## config.mk

```make
export PLATFORM = sky130hd
export DESIGN_NAME = router_dest_reader
export DESIGN_NICKNAME = d
export VERILOG_FILES = /design/src/rtl/router_dest_reader.sv
export SDC_FILE = /design/constraint.sdc
export NUM_CORES = 1
export LEC_CHECK = 0
export CELL_PAD_IN_SITES_DETAIL_PLACEMENT = 1
export CELL_PAD_IN_SITES_GLOBAL_PLACEMENT = 2
export CORE_MARGIN = 2
export CORE_UTILIZATION = 34
export DETAILED_ROUTE_END_ITERATION = 6
export HOLD_SLACK_MARGIN = 0.1
export PLACE_DENSITY_LB_ADDON = 0.1
export SLEW_MARGIN = 10
export SYNTH_ARGS = -nofsm -noshare
export SYNTH_HDL_FRONTEND = slang
export SYNTH_SLANG_ARGS = --single-unit
```

## constraint.sdc

```tcl
create_clock -name clock -period 3.1 [get_ports clock]
set_input_delay 0.31 -clock clock [delete_from_list [all_inputs] [get_ports clock]]
set_output_delay 0.31 -clock clock [all_outputs]
set_load 0.01 [all_outputs]
```

## src/rtl/router_dest_reader.sv

```systemverilog
// Destination-side packet reader for one router output port: header, payload, parity.
// Optional stall timeout, enabled by defining ROUTER_RD_TIMEOUT_EN.
module router_dest_reader #(
  parameter int READ_DELAY = 4,
  parameter int TIMEOUT    = 64
) (
  input  logic       clock,
  input  logic       reset,
  input  logic       vld_out,
  input  logic [7:0] data_out,
  input  logic       soft_reset,
  input  logic       rx_ready,
  output logic       read_enb,
  output logic [7:0] rx_data,
  output logic       rx_valid,
  output logic [1:0] pkt_addr,
  output logic [5:0] pkt_len,
  output logic       pkt_done,
  output logic       pkt_err,
  output logic       pkt_abort,
  output logic [7:0] pkt_count,
  output logic       busy
);
  // state   | meaning
  // IDLE    | waiting for vld_out
  // DELAY   | holding off READ_DELAY cycles before the header read
  // HDR_RD  | header read strobe, issued only while vld_out=1
  // HDR_CAP | header byte on data_out: latch length, address, parity seed
  // BODY    | reading payload + parity, streaming payload to the sink
  // DONE    | pkt_done pulse, then back to IDLE
  typedef enum logic [2:0] {IDLE, DELAY, HDR_RD, HDR_CAP, BODY, DONE} state_t;

  localparam logic [4:0] DLY_LAST = (READ_DELAY > 0) ? 5'(READ_DELAY - 1) : 5'd0;

  state_t     state;
  logic [4:0] dly_cnt;
  logic [6:0] rd_left;
  logic [5:0] pay_left;
  logic [7:0] parity_acc;
  logic       rd_pend;
  logic       tmo_hit;

  // Combinational so the strobe never outlives vld_out and drops in the soft_reset cycle.
  assign read_enb = ~soft_reset & vld_out &
                    ((state == HDR_RD) |
                     ((state == BODY) & rx_ready & (rd_left != 7'd0)));

`ifdef ROUTER_RD_TIMEOUT_EN
  localparam logic [15:0] TMO_LAST = 16'(TIMEOUT - 1);
  logic [15:0] tmo_left;
  logic        tmo_armed;

  assign tmo_armed = (state == HDR_RD) || (state == BODY);
  assign tmo_hit   = tmo_armed && !read_enb && (tmo_left == 16'd0);

  always_ff @(posedge clock) begin
    if (reset || read_enb || !tmo_armed)
      tmo_left <= TMO_LAST;
    else if (tmo_left != 16'd0)
      tmo_left <= tmo_left - 16'd1;
  end
`else
  // Stall timer not built: never fires for any legal TIMEOUT.
  assign tmo_hit = (TIMEOUT < 0);
`endif

  always_ff @(posedge clock) begin
    if (reset) begin
      state      <= IDLE;
      dly_cnt    <= 5'd0;
      rd_left    <= 7'd0;
      pay_left   <= 6'd0;
      parity_acc <= 8'd0;
      rd_pend    <= 1'b0;
      rx_data    <= 8'd0;
      rx_valid   <= 1'b0;
      pkt_addr   <= 2'd0;
      pkt_len    <= 6'd0;
      pkt_done   <= 1'b0;
      pkt_err    <= 1'b0;
      pkt_abort  <= 1'b0;
      pkt_count  <= 8'd0;
      busy       <= 1'b0;
    end else begin
      rx_valid  <= 1'b0;
      pkt_done  <= 1'b0;
      pkt_abort <= 1'b0;
      rd_pend   <= read_enb & (state == BODY);
      if ((soft_reset || tmo_hit) && (state != IDLE)) begin
        // Abandon the packet; any byte already in flight is dropped silently.
        state     <= IDLE;
        busy      <= 1'b0;
        pkt_abort <= 1'b1;
      end else begin
        case (state)
          IDLE: begin
            if (vld_out) begin
              dly_cnt <= 5'd0;
              busy    <= 1'b1;
              state   <= (READ_DELAY == 0) ? HDR_RD : DELAY;
            end
          end
          DELAY: begin
            if (!vld_out) begin
              state <= IDLE;
              busy  <= 1'b0;
            end else if (dly_cnt == DLY_LAST) begin
              state <= HDR_RD;
            end else begin
              dly_cnt <= dly_cnt + 5'd1;
            end
          end
          HDR_RD: begin
            if (read_enb) state <= HDR_CAP;
          end
          HDR_CAP: begin
            pkt_len    <= data_out[7:2];
            pkt_addr   <= data_out[1:0];
            parity_acc <= data_out;
            rd_left    <= {1'b0, data_out[7:2]} + 7'd1;
            pay_left   <= data_out[7:2];
            state      <= BODY;
          end
          BODY: begin
            if (read_enb) rd_left <= rd_left - 7'd1;
            if (rd_pend) begin
              if (pay_left != 6'd0) begin
                rx_data    <= data_out;
                rx_valid   <= 1'b1;
                parity_acc <= parity_acc ^ data_out;
                pay_left   <= pay_left - 6'd1;
              end else begin
                pkt_err   <= (parity_acc != data_out);
                pkt_done  <= 1'b1;
                pkt_count <= pkt_count + 8'd1;
                state     <= DONE;
              end
            end
          end
          DONE: begin
            state <= IDLE;
            busy  <= 1'b0;
          end
          default: begin
            state <= IDLE;
            busy  <= 1'b0;
          end
        endcase
      end
    end
  end
endmodule

```

**Yosys cells after proc, flatten, opt, wreduce, memory -nomap -nowiden**

Index checks and enable logic that the tools add are counted.

- Register bits after elaboration: 59

- Add/sub/neg operators: 5
- Equal/unequal tests: 16
- Mux-type cells: 25
- Bitwise operators: 13
- Reductions and logical operators: 18

Operators by type and width:

| operator | number |
|---|---|
| $mux W3 | 6 |
| $mux W8 | 2 |
| $ne A2 B2 Y1 const B | 8 |
| $pmux W8 S2 | 1 |
| $mux W5 | 3 |
| $pmux W3 S5 | 1 |
| $pmux W7 S2 | 1 |
| $mux W6 | 2 |
| $pmux W6 S2 | 1 |
| $reduce_and A4 Y1 | 3 |
| $pmux W5 S2 | 1 |
| $reduce_and A5 Y1 | 2 |
| $add A8 B1 Y8 const B | 1 |
| $ne A8 B8 Y1 | 1 |
| $xor A8 B8 Y8 | 1 |
| $add A6 B1 Y7 const B | 1 |
| $mux W7 | 1 |
| $reduce_bool A7 Y1 | 1 |
| $sub A7 B1 Y7 const B | 1 |
| $eq A3 B2 Y1 const B | 2 |
| $not A1 Y1 | 6 |
| $reduce_and A3 Y1 | 2 |
| $reduce_bool A6 Y1 | 1 |
| $sub A6 B1 Y6 const B | 1 |
| 18 further kinds | 27 |

**Longest topological paths before layout**

- Depth in word-level cells: 7
- Depth in mapped cells: 8

**Least setup slack after synthesis**

Ideal clock, no wire load.

- Kind: register to register
- Start: reg rd_left[0]
- End: reg rd_left[4]
- Library setup time: 70 ps
- Data arrival time: 1988 ps
- Data required time: 3030 ps
- Path slack: 1041 ps
- Cell stages (with the launch flop): 9
- Clock period less this slack: 2059 ps
- Cells stage by stage: dfxtp_1 > inv_1 > ha_1 > or3b_2 > clkbuf_1 > o211a_1 > o21ai_0 > o21ai_0 > a21oi_1

- Longest elaborated chain between the ends: 6
- Elaborated cells on any way between the ends: 9

RTL lines:

| what | RTL line | source |
|---|---|---|
| from (decl) | 37 | `logic [6:0] rd_left;` |
| from (signal assigned) | 120 | `rd_left <= {1'b0, data_out[7:2]} + 7'd1;` |
| from (signal assigned) | 125 | `if (read_enb) rd_left <= rd_left - 7'd1;` |
| parallel branches: the longest is 6 deep, another holds $sub A7 B1 Y7 | - |  |

Parallel ways; which one is timed is not known. The select of a mux whose other input is x is not followed.
A chain may end at the register's enable or synchronous reset.

**Worst setup path after layout**

- Start: reg rd_left[0]
- End: out read_enb

- Longest elaborated chain between the ends: 4

RTL lines:

| what | RTL line | source |
|---|---|---|
| $reduce_bool A7 Y1 | 46 | `((state == BODY) & rx_ready & (rd_left != 7'd0)));` |
| $and A1 B1 Y1 | 46 |  |
| $or A1 B1 Y1 | 45 | `((state == HDR_RD) \|` |
| $and A1 B1 Y1 | 44 | `assign read_enb = ~soft_reset & vld_out &` |
| to (decl) | 13 | `output logic read_enb,` |

Every way passes these cells.

==> flow_metrics.env <==
export IMPL_ant_nets=0
export IMPL_reg2reg_from="rd_left[0]"
export IMPL_vias_per_cell=5.20
export IMPL_placementRows=34
export IMPL_cp_data_arrival_time_ns=2.38
export IMPL_fin_crit_sh=0.869
export IMPL_fp_dieH_um=98.4
export IMPL_slew_violations=0
export IMPL_synth_top_flop_cell="dfxtp_1"
export IMPL_clock_sink_count=59
export IMPL_path_common_cell="o21ai_0"
export IMPL_post_cts_buffers=0
export IMPL_die_x_um=98.4
export IMPL_cts_max_path_buffers=2
export IMPL_dr_wl_met2_um=3770
export IMPL_hold_path_class="primary input to flip-flop"
export IMPL_skew_ns=0.00890
export IMPL_drcViolationCount=0
export IMPL_detailed_place_hpwl_um=5800
export IMPL_status="completed"
export IMPL_gp_congestion=0.720
export IMPL_worstMarginPinSlew_ns=0.665
export IMPL_fill_cells=1053
export IMPL_drt_wl_total_um=8450
export IMPL_drt_iter0_markers=100
export IMPL_rsz0062_at_grt="false"
export IMPL_cts_resized=0
export IMPL_dr_total_vias=2815
export IMPL_coreArea_um2=8680
export IMPL_power_density_nw_per_um2=430
export IMPL_end_kind="primary output"
export IMPL_wl_met1_um=4300
export IMPL_clockRootBuffer="clkbuf_8"
export IMPL_setup_viol=0
export IMPL_p_comb_frac=0.057
export IMPL_grt_pass1_wl_um=14200
export IMPL_insertion_delay_ns=0.34
export IMPL_io_pins=43
export IMPL_synth_cell_types=44
export IMPL_crit_type="flip-flop to primary output"
export IMPL_crit_required_ns=2.79
export IMPL_slowest_stage="or3b_2"
export IMPL_cp_cell_sequence="inv_1 > ha_1 > or3b_2 > o21ai_0 > o21ai_0 > and2_1 > clkdlybuf4s50_1"
export IMPL_drive_gt1_frac=0.0716
export IMPL_io_buffers=42
export IMPL_slew_headroom=0.552
export IMPL_hold_viol=0
export IMPL_switchingPower_uw=361
export IMPL_area_growth_pct=23.9
export IMPL_startpoint_type="flip-flop"
export IMPL_syn_inst=396
export IMPL_critPathMaxStageDelay_ns=0.53
export IMPL_final_common_cell="dfxtp_1"
export IMPL_syn_cell_area_um2=3030
export IMPL_holdWs_ns=0.353
export IMPL_regArea_um2=1180
export IMPL_wl_met3_um=269
export IMPL_tns_ns=0
export IMPL_startpoint="rd_left[0]"
export IMPL_wl_per_cell_um=15.6
export IMPL_crit_fanout=7
export IMPL_mostFrequentLayoutCells="dfxtp_1 (59), nand2_1 (50), a21oi_1 (44)"
export IMPL_p_clk_frac=0.467
export IMPL_top_layer="met4"
export IMPL_yosysWarnings=0
export IMPL_path_clk_slew_ns=0.07
export IMPL_grt_pass1_vias=2857
export IMPL_fin_crit_ns=2.69
export IMPL_syn_avg_cell_area_um2=7.66
export IMPL_synthArstFlopShare=0
export IMPL_p_leak_nw=1.34
export IMPL_internal_power_mw=1.26
export IMPL_synth_edf_count=0
export IMPL_grt_max_degree=48
export IMPL_n_antenna_cell=0
export IMPL_max_freq_mhz=371
export IMPL_worstReg2RegEnd="rd_left[4]"
export IMPL_ff2ff_path_depth=7
export IMPL_switching_share=0.224
export IMPL_r2r_slack_ns=0.73
export IMPL_maxCapViolations=0
export IMPL_die_area_um2=9690
export IMPL_grt_ovfl_total=0
export IMPL_vdd_ir_drop_max_uv=199
export IMPL_antenna_found_initial=0
export IMPL_hold_buffers=0
export IMPL_nNetsFinal=448
export IMPL_cts_inserted_buffers=9
export IMPL_grt_usage=0.183
export IMPL_tritoncts="built"
export IMPL_htreeDepth=3
export IMPL_synthesis_nets=415
export IMPL_initial_utilization=0.349
export IMPL_setup_worst_path_end="read_enb"
export IMPL_ys_seq_elements=59
export IMPL_first_pass_iters=4
export IMPL_p_seq_frac=0.476
export IMPL_multi_input_area_um2=1690
export IMPL_seq_area_frac_synth=0.389
power groups by stage:
| stage | Combinational, mW | Sequential, mW | Clock (mW) |
|---|---|---|---|
| after floorplan | 0.0545 | 0.784 | 0 |
| after global routing | 0.102 | 0.770 | 0.818 |
| after global placement | 0.0931 | 0.786 | 0 |
| final | 0.0916 | 0.770 | 0.756 |
| after CTS | 0.0937 | 0.769 | 0.781 |
| after detailed placement | 0.0933 | 0.787 | 0 |
critical path: cells and delay by family (launching register included):
kind | cells | cell delay (ns)
simple gates | 2 | 0.69
buf+inv | 2 | 0.56
flops | 1 | 0.34
compound gates | 2 | 0.27
fa+ha+maj | 1 | 0.19
layer usage:
| layer | vias to the layer above | global-route usage |
|---|---|---|
| met4 | 0 | 0.0601 |
| met5 | - | 0 |
| met3 | 9 | 0.0418 |
| li1 | 1431 | - |
| met2 | 40 | 0.282 |
| met1 | 1335 | 0.255 |
Yosys cell counts, drive strengths merged (2+ instances only):
cell / number / area (um2)
or3: 6 / 37.5
o21ai: 27 / 135
and2: 4 / 25.0
and3: 4 / 25.0
o22ai: 9 / 56.3
buf: 2 / 8.75
or3b: 4 / 35.0
nor2: 41 / 154
a21o: 3 / 22.5
inv: 14 / 52.6
o211ai: 6 / 45.0
a21oi: 44 / 220
nor4b: 2 / 17.5
dfxtp: 59 / 1180
clkbuf: 27 / 103
or4: 2 / 15.0
nor3b: 3 / 22.5
a21boi: 2 / 15.0
nor3: 13 / 65.1
ha: 6 / 75.1
xor2: 9 / 78.8
o211a: 2 / 20.0
xnor2: 13 / 114
a31oi: 2 / 12.5
nand3: 11 / 55.1
nor2b: 2 / 12.5
nand2: 50 / 188
nand3b: 2 / 15.0
nand2b: 4 / 25.0
nand4: 5 / 31.3
mux2i: 8 / 80.1
how the worst min path moves through the flow:
stage,from,endpoint,slack [ns],cells past startpoint
4_1_cts,reset,rd_left[2],0.35,4
6_report,reset,rd_left[2],0.35,4
3_3_place_gp,pkt_len[5],pkt_len[5],0.44,2
5_1_grt,reset,rx_valid,0.38,3
2_1_floorplan,rd_left[6],rd_left[6],0.45,2
3_5_place_dp,pkt_len[5],pkt_len[5],0.45,2
area by class of cell:
cell class / instances / share of cell area
well taps: 108 / 0.0360
clock inverters: 1 / 0.00799
inverters: 14 / 0.0140
multi-input cells: 294 / 0.451
clock buffers: 14 / 0.0486
flip-flops and latches: 59 / 0.314
repair buffers: 51 / 0.129
cell families after synthesis:
logic type                 share of synthesized area
and+or+nand+nor                                0.252
muxes                                         0.0264
xor gates and xnor gates                      0.0635
buffers and inverters                         0.0540
AOI/OAI and AO/OA                              0.190
adders and majority gates                     0.0248
DFF                                            0.389
registers in the layout, summed over array words and instances, names as in the netlist:
signal / count
parity_acc: 8
pkt_count: 8
rx_data: 8
rd_left: 7
pay_left: 6
pkt_len: 6
dly_cnt: 5
state: 3
pkt_addr: 2
busy: 1
pkt_abort: 1
pkt_done: 1
pkt_err: 1
rd_pend: 1
rx_valid: 1
stage by stage:
step / setup WS (ns) / util / total power, mW / cells / cell area, um2
floorplan: 1.04 / - / 0.839 / 396 / 3030
global placement: 0.669 / 0.408 / 0.880 / 526 / 3540
detailed placement: 0.576 / 0.408 / 0.880 / 526 / 3540
CTS: 0.384 / 0.433 / 1.64 / 541 / 3760
global route: 0.241 / 0.433 / 1.69 / 541 / 3760
finish: 0.405 / 0.433 / 1.62 / 541 / 3760
Note: power is estimated with default switching activity, not from simulation.
